## src/rtl/vrf_write_merge_stage.sv

```systemverilog
// Single-entry write merge buffer between the lane VRF write request FIFO and the VRF write port.
// Same-target partial writes are coalesced until a seal event, then issued from registered outputs.
module vrf_write_merge_stage #(
  parameter int DATA_WIDTH    = 32,
  parameter int MERGE_TIMEOUT = 4,
  localparam int MASK_WIDTH   = DATA_WIDTH / 8
) (
  input  logic                  clock,
  input  logic                  reset_n,
  input  logic                  in_valid,
  output logic                  in_ready,
  input  logic [4:0]            in_vd,
  input  logic [2:0]            in_offset,
  input  logic [MASK_WIDTH-1:0] in_mask,
  input  logic [DATA_WIDTH-1:0] in_data,
  input  logic                  in_last,
  input  logic [2:0]            in_instructionIndex,
  input  logic                  flush,
  output logic                  out_valid,
  input  logic                  out_ready,
  output logic [4:0]            out_vd,
  output logic [2:0]            out_offset,
  output logic [MASK_WIDTH-1:0] out_mask,
  output logic [DATA_WIDTH-1:0] out_data,
  output logic                  out_last,
  output logic [2:0]            out_instructionIndex,
  output logic                  done_valid,
  output logic [2:0]            done_instructionIndex,
  output logic                  idle
);

  localparam int CNT_W = (MERGE_TIMEOUT < 1) ? 1 : $clog2(MERGE_TIMEOUT + 1);
  localparam logic [CNT_W-1:0] TO_VAL = CNT_W'(MERGE_TIMEOUT);
  localparam logic NO_MERGE = (MERGE_TIMEOUT == 0);

  typedef enum logic [1:0] {
    ST_EMPTY  = 2'd0,
    ST_OPEN   = 2'd1,
    ST_SEALED = 2'd2
  } state_t;

  state_t                r_state;
  state_t                w_state_nxt;
  logic [4:0]            r_vd;
  logic [2:0]            r_offset;
  logic [MASK_WIDTH-1:0] r_mask;
  logic [DATA_WIDTH-1:0] r_data;
  logic                  r_last;
  logic [2:0]            r_idx;
  logic [CNT_W-1:0]      r_cnt;
  logic [CNT_W-1:0]      w_cnt_nxt;
  logic [CNT_W-1:0]      w_cnt_inc;
  logic                  r_done_valid;
  logic [2:0]            r_done_idx;
  logic                  w_in_ready;
  logic                  w_load;
  logic                  w_merge;
  logic                  w_match;
  logic                  w_out_valid;
  logic                  w_out_fire;
  logic                  w_load_seal;
  logic [MASK_WIDTH-1:0] w_merged_mask;

  function automatic logic [DATA_WIDTH-1:0] merge_bytes(
    input logic [DATA_WIDTH-1:0] old_d,
    input logic [DATA_WIDTH-1:0] new_d,
    input logic [MASK_WIDTH-1:0] m
  );
    logic [DATA_WIDTH-1:0] res;
    res = old_d;
    for (int i = 0; i < MASK_WIDTH; i++) begin
      res[8*i +: 8] = m[i] ? new_d[8*i +: 8] : old_d[8*i +: 8];
    end
    return res;
  endfunction

  assign w_match       = (in_vd == r_vd) && (in_offset == r_offset) && (in_instructionIndex == r_idx);
  assign w_out_valid   = (r_state == ST_SEALED);
  assign w_out_fire    = w_out_valid & out_ready;
  assign w_load_seal   = (&in_mask) | in_last | flush | NO_MERGE;
  assign w_merged_mask = r_mask | in_mask;
  assign w_cnt_inc     = r_cnt + CNT_W'(1);

  // Next-state and handshake decode
  always_comb begin
    w_state_nxt = r_state;
    w_in_ready  = 1'b0;
    w_load      = 1'b0;
    w_merge     = 1'b0;
    w_cnt_nxt   = r_cnt;
    case (r_state)
      ST_EMPTY: begin
        w_in_ready = 1'b1;
        if (in_valid) begin
          w_load      = 1'b1;
          w_cnt_nxt   = '0;
          w_state_nxt = w_load_seal ? ST_SEALED : ST_OPEN;
        end else begin
          w_state_nxt = ST_EMPTY;
        end
      end
      ST_OPEN: begin
        // Ready only for a matching request, so a mismatch is never consumed here
        w_in_ready = in_valid & w_match;
        if (in_valid & w_match) begin
          w_merge     = 1'b1;
          w_cnt_nxt   = '0;
          w_state_nxt = ((&w_merged_mask) | in_last | flush) ? ST_SEALED : ST_OPEN;
        end else if (in_valid | flush) begin
          w_state_nxt = ST_SEALED;
        end else if (r_cnt == TO_VAL) begin
          w_state_nxt = ST_SEALED;
        end else begin
          w_cnt_nxt   = w_cnt_inc;
          w_state_nxt = (w_cnt_inc == TO_VAL) ? ST_SEALED : ST_OPEN;
        end
      end
      ST_SEALED: begin
        w_in_ready = out_ready;
        if (out_ready) begin
          if (in_valid) begin
            w_load      = 1'b1;
            w_cnt_nxt   = '0;
            w_state_nxt = w_load_seal ? ST_SEALED : ST_OPEN;
          end else begin
            w_state_nxt = ST_EMPTY;
          end
        end else begin
          w_state_nxt = ST_SEALED;
        end
      end
      default: begin
        w_state_nxt = ST_EMPTY;
        w_cnt_nxt   = '0;
      end
    endcase
  end

  // State and idle counter
  always_ff @(posedge clock or negedge reset_n) begin
    if (!reset_n) begin
      r_state <= ST_EMPTY;
      r_cnt   <= '0;
    end else begin
      r_state <= w_state_nxt;
      r_cnt   <= w_cnt_nxt;
    end
  end

  // Held write entry: load replaces, merge overlays enabled bytes
  always_ff @(posedge clock or negedge reset_n) begin
    if (!reset_n) begin
      r_vd     <= 5'd0;
      r_offset <= 3'd0;
      r_mask   <= '0;
      r_data   <= '0;
      r_last   <= 1'b0;
      r_idx    <= 3'd0;
    end else if (w_load) begin
      r_vd     <= in_vd;
      r_offset <= in_offset;
      r_mask   <= in_mask;
      r_data   <= in_data;
      r_last   <= in_last;
      r_idx    <= in_instructionIndex;
    end else if (w_merge) begin
      r_mask   <= w_merged_mask;
      r_data   <= merge_bytes(r_data, in_data, in_mask);
      r_last   <= r_last | in_last;
    end else begin
      r_mask   <= r_mask;
      r_data   <= r_data;
    end
  end

  // Per-instruction completion pulse, one cycle after a last write retires
  always_ff @(posedge clock or negedge reset_n) begin
    if (!reset_n) begin
      r_done_valid <= 1'b0;
      r_done_idx   <= 3'd0;
    end else if (w_out_fire & r_last) begin
      r_done_valid <= 1'b1;
      r_done_idx   <= r_idx;
    end else begin
      r_done_valid <= 1'b0;
      r_done_idx   <= 3'd0;
    end
  end

  assign in_ready              = w_in_ready;
  assign out_valid             = w_out_valid;
  assign out_vd                = r_vd;
  assign out_offset            = r_offset;
  assign out_mask              = r_mask;
  assign out_data              = r_data;
  assign out_last              = r_last;
  assign out_instructionIndex  = r_idx;
  assign done_valid            = r_done_valid;
  assign done_instructionIndex = r_done_idx;
  assign idle                  = (r_state == ST_EMPTY);

endmodule

```

## config.mk

```make
export PLATFORM = sky130hd
export DESIGN_NAME = vrf_write_merge_stage
export DESIGN_NICKNAME = d
export VERILOG_FILES = /design/src/rtl/vrf_write_merge_stage.sv
export SDC_FILE = /design/constraint.sdc
export NUM_CORES = 1
export LEC_CHECK = 0
export CAP_MARGIN = 40
export CORE_MARGIN = 8
export CORE_UTILIZATION = 38
export DETAILED_ROUTE_END_ITERATION = 16
export PLACE_DENSITY = 0.77
export SETUP_SLACK_MARGIN = 0.15
export SLEW_MARGIN = 5
export SYNTH_ARGS = -nofsm -noshare
export SYNTH_HDL_FRONTEND = slang
export SYNTH_SLANG_ARGS = --single-unit
```

## constraint.sdc

```tcl
create_clock -name clock -period 1.65 [get_ports clock]
set_input_delay 0.33 -clock clock [delete_from_list [all_inputs] [get_ports clock]]
set_output_delay 0.33 -clock clock [all_outputs]
set_load 0.05 [all_outputs]
```

==> out/summary.txt, run 1 <==
Mapped Area -> 2452 um2
IO Pins -> 108
Worst-Margin Slew -> 0.3017 ns
Fin nets -> 410
Placed wire-length estimate -> 5115 um
Syn_area_per_cell -> 12.51 um2
Post-synthesis cell type count -> 33
DR DRC count -> 0
RSZ-0062 raised after global routing -> true
Highest fanout seen on the critical path -> 2
Core Region -> 6314 um2
Post-Syn Instances -> 196
Setup WS post-layout -> -0.5489 ns
Number of global-route vias before repair -> 2185
Mapped Nets -> 252
Die Wd -> 96.34 um
Hold Path Class -> in2async
CTS HTree Levels -> 3
Synth top area cells -> dfrtp_1 (58%), mux2_2 (15%), nand2_1 (5.5%)
CTS Hold Buffers Added -> 0
CP Launch Type -> flop
Port Buffers -> 107
Max clock buf depth -> 2
Antenna diode count -> 0
Status -> complete, but fails checks
CP endpoint kind -> output pin
Via density -> 4.772
Worst EP required -> 1.32 ns
Antenna viol nets, final -> 0
Initial Utilization -> 38.84%
YS warnings -> 0
Clk_lat worst skew -> 0.33 ns
Pwr/cell area -> 1162 nW/um2
Drt first pass iters -> 4
Most frequent cells in the layout -> buf_4 (81), dfrtp_1 (46), clkdlybuf4s50_1 (41)
Commonest non-fill, non-tap cell in the layout -> buf_4
Slack of the worst reg-to-reg path -> -0.33 ns
Worst Skew -> 0.007554 ns
Critical path type -> reg2out
Die Y-Extent -> 96.34 um
Finished Core Util -> 67.10%
TritonCTS buffer count -> 9
Endpoints failing setup -> 43
Minimum clock period -> 2.199 ns
First-pass GRT wire length -> 11000 um
Sink Count -> 57
Yosys top cell by area -> dfrtp_1
Total chip power -> 4922 uW
CTS tree -> done
Root Driver -> clkbuf_8
1st-iter DRT viols -> 97
GR Overflow Total -> 0
CTS clk-pin slew, worst paths -> 0.06 ns
Routed WL -> 7269 um
Ratio of cells with drive above 1 in the final layout -> 49.44%
Leak -> 0.002012 uW
Final Hold Viols -> 3
Final Cycle Share -> 133.3%
Post-synth top area share -> 58.16%
Arr. time, crit path -> 1.87 ns
Largest net degree at the start of global routing -> 58
Num rows -> 29
VDD IR-drop max -> 823.2 uV
GRT Util Overall -> 15.74%
Slew Limit Fails -> 0
Failing checks -> hold timing, setup timing
GPL Wtd Cong -> 0.7664
Slew HR -> 79.89%
DR vias -> 2076
Die ar. -> 9280 um2
Fmax -> 454.8 MHz
Worst-case hold slack -> -0.005444 ns
Antenna violations before repair -> 0
Yosys reg bits -> 57
MaxCap Viol Count -> 0
Area grow syn2layout -> 72.75%
Post-synthesis sequential area ratio -> 58.16%
Cells on worst reg2reg path -> 9
Wire length per cell -> 16.71 um
report_power, final:
| group | total, uW | internal (uW) | switching, uW |
|---|---|---|---|
| Clock | 1070 | 528 | 539 |
| Sequential | 1760 | 1630 | 135 |
| Combinational | 2090 | 837 | 1250 |
| Total | 4920 | 3000 | 1930 |
kinds of logic after synthesis:
logic type,Yosys count,share of synthesized area [%]
simple gates,59,11.38
fa+ha+maj,3,1.531
xor+xnor,12,4.286
flops,57,58.16
buf+inv,8,1.275
compound gates,24,8.215
mux,33,15.15
cell usage after synthesis (all sizes together):
master and count:
o221ai 1, a31o 1, a21oi 4, clkbuf 4
ha 3, buf 1, a31oi 4, a211o 1
a22o 6, o22a 1, a21boi 1, nand4 4
and3 1, inv 3, xnor2 11, and2b 1
and2 3, or2 2, nand3 1, nor2 4
mux2 33, o21bai 1, o22ai 1, nor2b 2
dfrtp 57, o21ai 1, nor3 2, xor2 1
o2bb2ai 1, a21o 1, nand2b 3, nand2 36
worst max-delay path, stage by stage, from the launching register on:
cell	delay, ns
dfrtp_2	0.42
xnor2_2	0.14
nand4_1	0.19
nor3_4	0.24
and2b_2	0.25
a21oi_4	0.14
buf_12	0.15
layer usage:
layer  vias up  routed length, um  track usage [%]
met4         0                 85            6.810
met1      1003               2857            17.86
li1       1001                  -                -
met2        65               3782            27.30
met3         7                543            4.134
met5         -                  0                0
final cells by class:
class | instances | area [um2]
multi-input cells | 131 | 1120
clock inverters | 4 | 22.52
flip-flops and latches | 57 | 1440
clock buffers | 11 | 131.4
repair buffers | 152 | 1415
inverters | 3 | 11.26
well taps | 77 | 96.34
fillers | 509 | 2077
flip-flops by register name, indices dropped and copies added, names as in the netlist:
signal and cells:
out_data 32, done_valid 1, out_mask 4, out_last 1
out_vd 5, done_instructionIndex 3, r_cnt 3, r_state 2
out_offset 3, out_instructionIndex 3
stage by stage:
stage                     hold WS [ns]  TNS [ns]  std cells  area, um2  setup slack, ns
after global placement          0.3578    -25.84        406       3780          -0.6799
after global routing           0.02662    -14.77        435       4237          -0.6273
after floorplan                0.03441    -7.400        196       2480          -0.4554
final                        -0.005444    -11.53        435       4237          -0.5489
after CTS                     0.008788    -10.62        429       4148          -0.5675
after detailed placement        0.3652    -26.28        406       3780          -0.6979
timing repair:
item | 4_1_cts | 5_1_grt
setup buffers | 8 | 6
gates resized for setup | 27 | 12
endpoints found under the setup margin | 45 | 56
cloned | 0 | 0
pin swaps | 12 | 10
path summary, 6_finish.rpt:
| check | from | end |
|---|---|---|
| max reg2reg | out_vd[1] | out_data[18] |
| min | reset_n | out_data[14] |
| min reg2reg | out_data[7] | out_data[7] |
| max | out_vd[1] | in_ready |
| min in group clock | in_vd[0] | out_vd[0] |
| max in group asynchronous | reset_n | out_offset[1] |
No activity file was read; power rests on OpenSTA's default activity.
==> run 2, diff against run 1 <==
- PLACE_DENSITY: 0.77 -> unset
- PLACE_DENSITY_LB_ADDON: unset -> 0.05
==> out/summary.txt, run 2 (same netlist as run 1, synthesis figures left out) <==
Crit path largest cell delay -> 0.42 ns (about the same)
Critical-path cell list -> xnor2_2 -> nand4_1 -> nor3_4 -> and2b_2 -> a21oi_4 -> buf_12
Via density -> 4.779 (+0.14%)
Gate power share -> 39.0% (-3.5 points)
GR Overflow Total -> 0 (unchanged)
CTS Hold Buffers Added -> 0 (unchanged)
Worst Path Buf+Inv -> 1 (unchanged)
MaxCap Viol Count -> 0 (unchanged)
Slew HR -> 60.28% (-20 points)
Setup WS post-layout -> -0.5492 ns (-0.0003330 ns)
Leak -> 0.002032 uW (+0.98%)
CTS clk-pin slew, worst paths -> 0.07 ns (about the same)
CP Launch Type -> flop
Reg-to-Reg End -> out_data[26]
Internal -> 3394 uW (+13%)
Arr. time, crit path -> 1.87 ns (about the same)
1st-iter DRT viols -> 33 (-66%)
Core Region -> 6314 um2 (unchanged)
First-pass GRT wire length -> 10840 um (-1.4%)
Pwr/cell area -> 1242 nW/um2 (+6.9%)
GRT Util Overall -> 15.24% (-0.50 points)
CP endpoint kind -> output pin
Status -> complete, but fails checks
Hold Path Class -> in2async
P_sw -> 1938 uW (+0.57%)
Switching share of power -> 36.34% (-2.8 points)
Port Buffers -> 107 (unchanged)
Most frequent cells in the layout -> buf_4 (78), dfrtp_1 (46), clkdlybuf4s50_1 (39)
Worst-Margin Slew -> 0.5957 ns (+0.2940 ns)
Area grow syn2layout -> 75.10%
Die Wd -> 96.34 um (unchanged)
Fill count -> 501 (-1.6%)
Critical path type -> reg2out
DP Worst Slack -> -0.6626 ns (+0.03528 ns)
Die Y-Extent -> 96.34 um (unchanged)
Worst path slowest cell -> dfrtp_2
R2R Path Start -> out_vd[3]
Endpoints failing setup -> 43 (unchanged)
Initial Utilization -> 38.84% (unchanged)
Max clock buf depth -> 2 (unchanged)
Routed WL -> 6730 um (-7.4%)
Placed wire-length estimate -> 4979 um (-2.7%)
Minimum clock period -> 2.199 ns (+0.0003330 ns)
Final Hold Viols -> 0 (-3)
Antenna violations before repair -> 0 (unchanged)
Fmax -> 454.7 MHz (about the same)
Num rows -> 29 (unchanged)
Die ar. -> 9280 um2 (unchanged)
Slack of the worst reg-to-reg path -> -0.40 ns (-0.07 ns)
Failing checks -> setup timing
TritonCTS buffer count -> 9 (unchanged)
Worst Skew -> 0.006006 ns (-0.001548 ns)
IO Pins -> 108 (unchanged)
Slew Limit Fails -> 0 (unchanged)
Largest net degree at the start of global routing -> 25 (-57%)
Fin nets -> 404 (-1.5%)
CTS tree -> done
Final Cycle Share -> 133.3% (about the same)
Clk_lat worst skew -> 0.32 ns (about the same)
Max FFs per register -> 32 (unchanged)
Ratio of cells with drive above 1 in the final layout -> 50.42% (+0.98 points)
RSZ-0062 raised after global routing -> true
DR DRC count -> 0 (unchanged)
Delay-heaviest family, CP -> simple AND/OR/NAND/NOR gates
Part of the power in registers -> 33.1% (-2.8 points)
Highest fanout seen on the critical path -> 2 (unchanged)
Drt first pass iters -> 4 (unchanged)
GPL Wtd Cong -> 0.8206 (+7.1%)
Cells on worst reg2reg path -> 10 (+1)
Cell Area, Placed -> 3792 um2 (+0.33%)
Number of global-route vias before repair -> 2215 (+1.4%)
Wire length per cell -> 15.65 um (-6.3%)
Antenna viol nets, final -> 0 (unchanged)
Root Driver -> clkbuf_8
Commonest non-fill, non-tap cell in the layout -> buf_4
Worst EP required -> 1.32 ns (about the same)
CTS HTree Levels -> 3 (unchanged)
Clock power share -> 27.9% (+6.2 points)
Sink Count -> 57 (unchanged)
VDD IR-drop max -> 740.2 uV (-10%)
Antenna diode count -> 0 (unchanged)
DR vias -> 2055 (-1.0%)
Design area -> 4294 um2 (+1.4%)
[run 2: area by class of cell]
cell class                 instances  area [um2]  share of cell area [%]
sequential                        57        1440                   33.54
tap                               77       96.34                   2.244
multi-input combinational        131        1169                   27.21
inverter                           3       11.26                  0.2622
timing repair buffer             146        1349                   31.41
clock inverter                     5       77.57                   1.807
clock buffer                      11       151.4                   3.526
[run 2: worst max path at each step]
stage | start | to | slack, ns | cells after the start
2_1_floorplan | out_instructionIndex[1] | in_ready | -0.46 | 5
3_3_place_gp | in_instructionIndex[1] | out_data[28] | -0.68 | 7
3_5_place_dp | in_instructionIndex[0] | out_data[25] | -0.66 | 7
4_1_cts | out_offset[0] | in_ready | -0.55 | 6
5_1_grt | out_vd[3] | in_ready | -0.65 | 6
6_report | out_vd[3] | in_ready | -0.55 | 6
[run 2: power by group through the flow]
stage	Combinational [uW]	Clock, uW	Sequential (uW)
after detailed placement	2000	0	1780
final	2080	1490	1770
after floorplan	404	0	2560
after global placement	1990	0	1770
after CTS	2070	1530	1760
after global routing	2180	1580	1790
[run 2: repair_timing]
action / CTS / global route
endpoints found under the hold margin: 0 / 0
setup buffers: 6 / 2
resized for setup: 33 / 14
endpoints found under the setup margin: 45 / 56
cloned: 0 / 0
pin swaps: 12 / 5
[run 2: metal layers]
metal,global-route usage [%],part of all wire (%),wire [um]
met2,24.01,47,3151
met3,5.850,9.8,661
met1,17.97,41,2767
met4,7.188,2.2,149
met5,0,0,0
[run 2: through the flow]
| step | util (%) | power, uW | hold slack, ns | setup TNS, ns | std cells |
|---|---|---|---|---|---|
| global placement | 60.07 | 3760 | 0.3710 | -28.14 | 406 |
| global route | 68.01 | 5557 | 0.04943 | -17.66 | 430 |
| detailed placement | 60.07 | 3779 | 0.3720 | -27.77 | 406 |
| CTS | 66.67 | 5356 | 0.01547 | -8.159 | 428 |
| floorplan | - | 2967 | 0.03441 | -7.400 | 196 |
| finish | 68.01 | 5332 | 0.006419 | -13.24 | 430 |
[run 2: worst register-to-register path, cell delays in order (launching register included)]
cell,delay (ns)
dfrtp_2,0.42
xnor2_2,0.14
nand4_1,0.18
nor3_4,0.24
buf_4,0.13
buf_6,0.08
buf_8,0.12
buf_6,0.10
a31oi_4,0.09
buf_12,0.15
mux2_2,0.26
==> run 3, diff against run 2 <==
- CORE_ASPECT_RATIO: unset -> 1.4
==> out/summary.txt, run 3 (same netlist as run 1, synthesis figures left out) <==
MaxCap Viol Count -> 0 (unchanged)
CP endpoint kind -> output pin
Antenna violations before repair -> 0 (unchanged)
Finished Core Util -> 67.73% (-0.29 points)
DP Worst Slack -> -0.6809 ns (-0.01830 ns)
Top Usage Layer GRT -> met2
Slack of the worst reg-to-reg path -> -0.32 ns (+0.08 ns)
Die Y-Extent -> 111.1 um (+15%)
Routed WL -> 6580 um (-2.2%)
Max FFs per register -> 32 (unchanged)
Setup WS post-layout -> -0.5558 ns (-0.006577 ns)
RSZ-0062 raised after global routing -> true
Worst Skew -> 0.008239 ns (+0.002233 ns)
Antenna diode count -> 0 (unchanged)
Max clock buf depth -> 2 (unchanged)
Pwr/cell area -> 1190 nW/um2 (-4.1%)
GRT Util Overall -> 14.75% (-0.49 points)
Arr. time, crit path -> 1.88 ns (about the same)
Critical path type -> in2out
Largest net degree at the start of global routing -> 58 (+130%)
IO Pins -> 108 (unchanged)
Reg-to-Reg End -> out_data[4]
Leak -> 0.001980 uW (-2.6%)
Minimum clock period -> 2.206 ns (+0.006577 ns)
Status -> complete, but fails checks
Met1 GRT Util -> 16.45% (-1.5 points)
CTS tree -> done
Met2 Track Usage GR -> 22.77% (-1.2 points)
DR vias -> 2048 (-0.34%)
Ratio of cells with drive above 1 in the final layout -> 48.86% (-1.6 points)
First-pass GRT wire length -> 11050 um (+1.9%)
Die Wd -> 83.90 um (-13%)
CTS HTree Levels -> 3 (unchanged)
Worst EP required -> 1.32 ns (about the same)
Core Region -> 6211 um2 (-1.6%)
Number of global-route vias before repair -> 2267 (+2.3%)
Cells on worst reg2reg path -> 9 (-1)
Worst-Margin Slew -> 0.3080 ns (-0.2877 ns)
Antenna viol nets, final -> 0 (unchanged)
Num rows -> 34 (+17%)
Slew Limit Fails -> 0 (unchanged)
GPL Wtd Cong -> 0.8255 (+0.60%)
Fill count -> 491 (-2.0%)
Sink Count -> 57 (unchanged)
Port Buffers -> 107 (unchanged)
Fin nets -> 404 (unchanged)
Slew HR -> 79.46% (+19 points)
Most frequent cells in the layout -> buf_4 (78), dfrtp_1 (46), clkdlybuf4s50_1 (40)
Endpoints failing setup -> 42 (-2.3%)
Root Driver -> clkbuf_8
CTS clk-pin slew, worst paths -> 0.06 ns (about the same)
Hold Path Class -> in2async
R2R Path Start -> out_instructionIndex[0]
Via density -> 4.830 (+1.1%)
1st-iter DRT viols -> 52 (+58%)
Fmax -> 453.3 MHz (-0.30%)
Wire length per cell -> 15.52 um (-0.85%)
TritonCTS buffer count -> 9 (unchanged)
Clk_lat worst skew -> 0.33 ns (about the same)
Die ar. -> 9317 um2 (+0.39%)
Failing checks -> setup timing
Met3 Usage GRT -> 6.397% (+0.55 points)
CP Launch Type -> primary input
Initial Utilization -> 39.48% (+0.64 points)
CTS Hold Buffers Added -> 0 (unchanged)
Final Cycle Share -> 133.7% (+0.40 points)
GR Overflow Total -> 0 (unchanged)
Drt first pass iters -> 4 (unchanged)
Area grow syn2layout -> 71.53%
Commonest non-fill, non-tap cell in the layout -> buf_4
Final Hold Viols -> 0 (unchanged)
Placed wire-length estimate -> 4943 um (-0.73%)
Highest fanout seen on the critical path -> 2 (unchanged)
VDD IR-drop max -> 691.8 uV (-6.5%)
DR DRC count -> 0 (unchanged)
==> run 3: cell count changes in the layout (fill, tap and decap cells not counted), sizes merged <==
cell	change
bufinv	-1
dlygate4sd2	-2
dlymetal6s2s	+1
clkdlybuf4s50	+1
clkinvlp	-1
clkinv	+1
==> run 3: worst max-delay path by stage <==
stage / from / end / slack (ns)
after floorplan: out_instructionIndex[1] / in_ready / -0.46
after global placement: in_instructionIndex[0] / in_ready / -0.66
after detailed placement: in_instructionIndex[1] / out_data[4] / -0.68
after CTS: out_vd[2] / in_ready / -0.54
after global routing: out_instructionIndex[0] / in_ready / -0.61
final: in_vd[3] / in_ready / -0.56
==> run 3: critical path, stage by stage <==
cell             delay [ns]
clkdlybuf4s50_1        0.50
xnor2_1                0.12
nand4_1                0.14
nor3_4                 0.23
and2b_2                0.26
a21oi_4                0.13
buf_12                 0.15
==> run 3: stage by stage <==
| stage | setup TNS [ns] | area [um2] | hold slack [ns] | cells | total power, uW |
|---|---|---|---|---|---|
| finish | -12.48 | 4207 | 0.0009734 | 424 | 5008 |
| global route | -14.89 | 4207 | 0.01930 | 424 | 5263 |
| CTS | -11.07 | 4159 | 0.006337 | 421 | 5066 |
| detailed placement | -26.80 | 3756 | 0.3626 | 397 | 3773 |
| global placement | -26.54 | 3756 | 0.3591 | 397 | 3755 |
| floorplan | -7.400 | 2480 | 0.03441 | 196 | 2967 |
==> run 3: metal layers <==
layer  vias up  share of wire (%)  routed length (um)
li1        982                  -                   -
met1       975                 40                2629
met2        82                 49                3217
met3         9                9.3                 612
met4         0                1.8                 121
met5         -                  0                   0
==> run 3: power breakdown <==
part | total, uW | switching [uW] | internal (uW)
Sequential | 1760 | 132 | 1630
Clock | 1190 | 511 | 681
Combinational | 2050 | 1230 | 821
Total | 5010 | 1880 | 3130
==> run 3: cell type report <==
type                    instances  area (um2)  area share (%)
flip-flops and latches         57        1440           34.24
repair buffers                146        1363           32.39
multi-input cells             131        1126           26.77
clock buffers                  11       131.4           3.123
well taps                      72       90.09           2.142
clock inverters                 4       45.04           1.071
inverters                       3       11.26          0.2677
==> run 3: repair_timing <==
item	in CTS	in global routing
gates resized for setup	31	6
buffers inserted	9	3
setup endpoints to repair	46	46
pin swaps	15	7
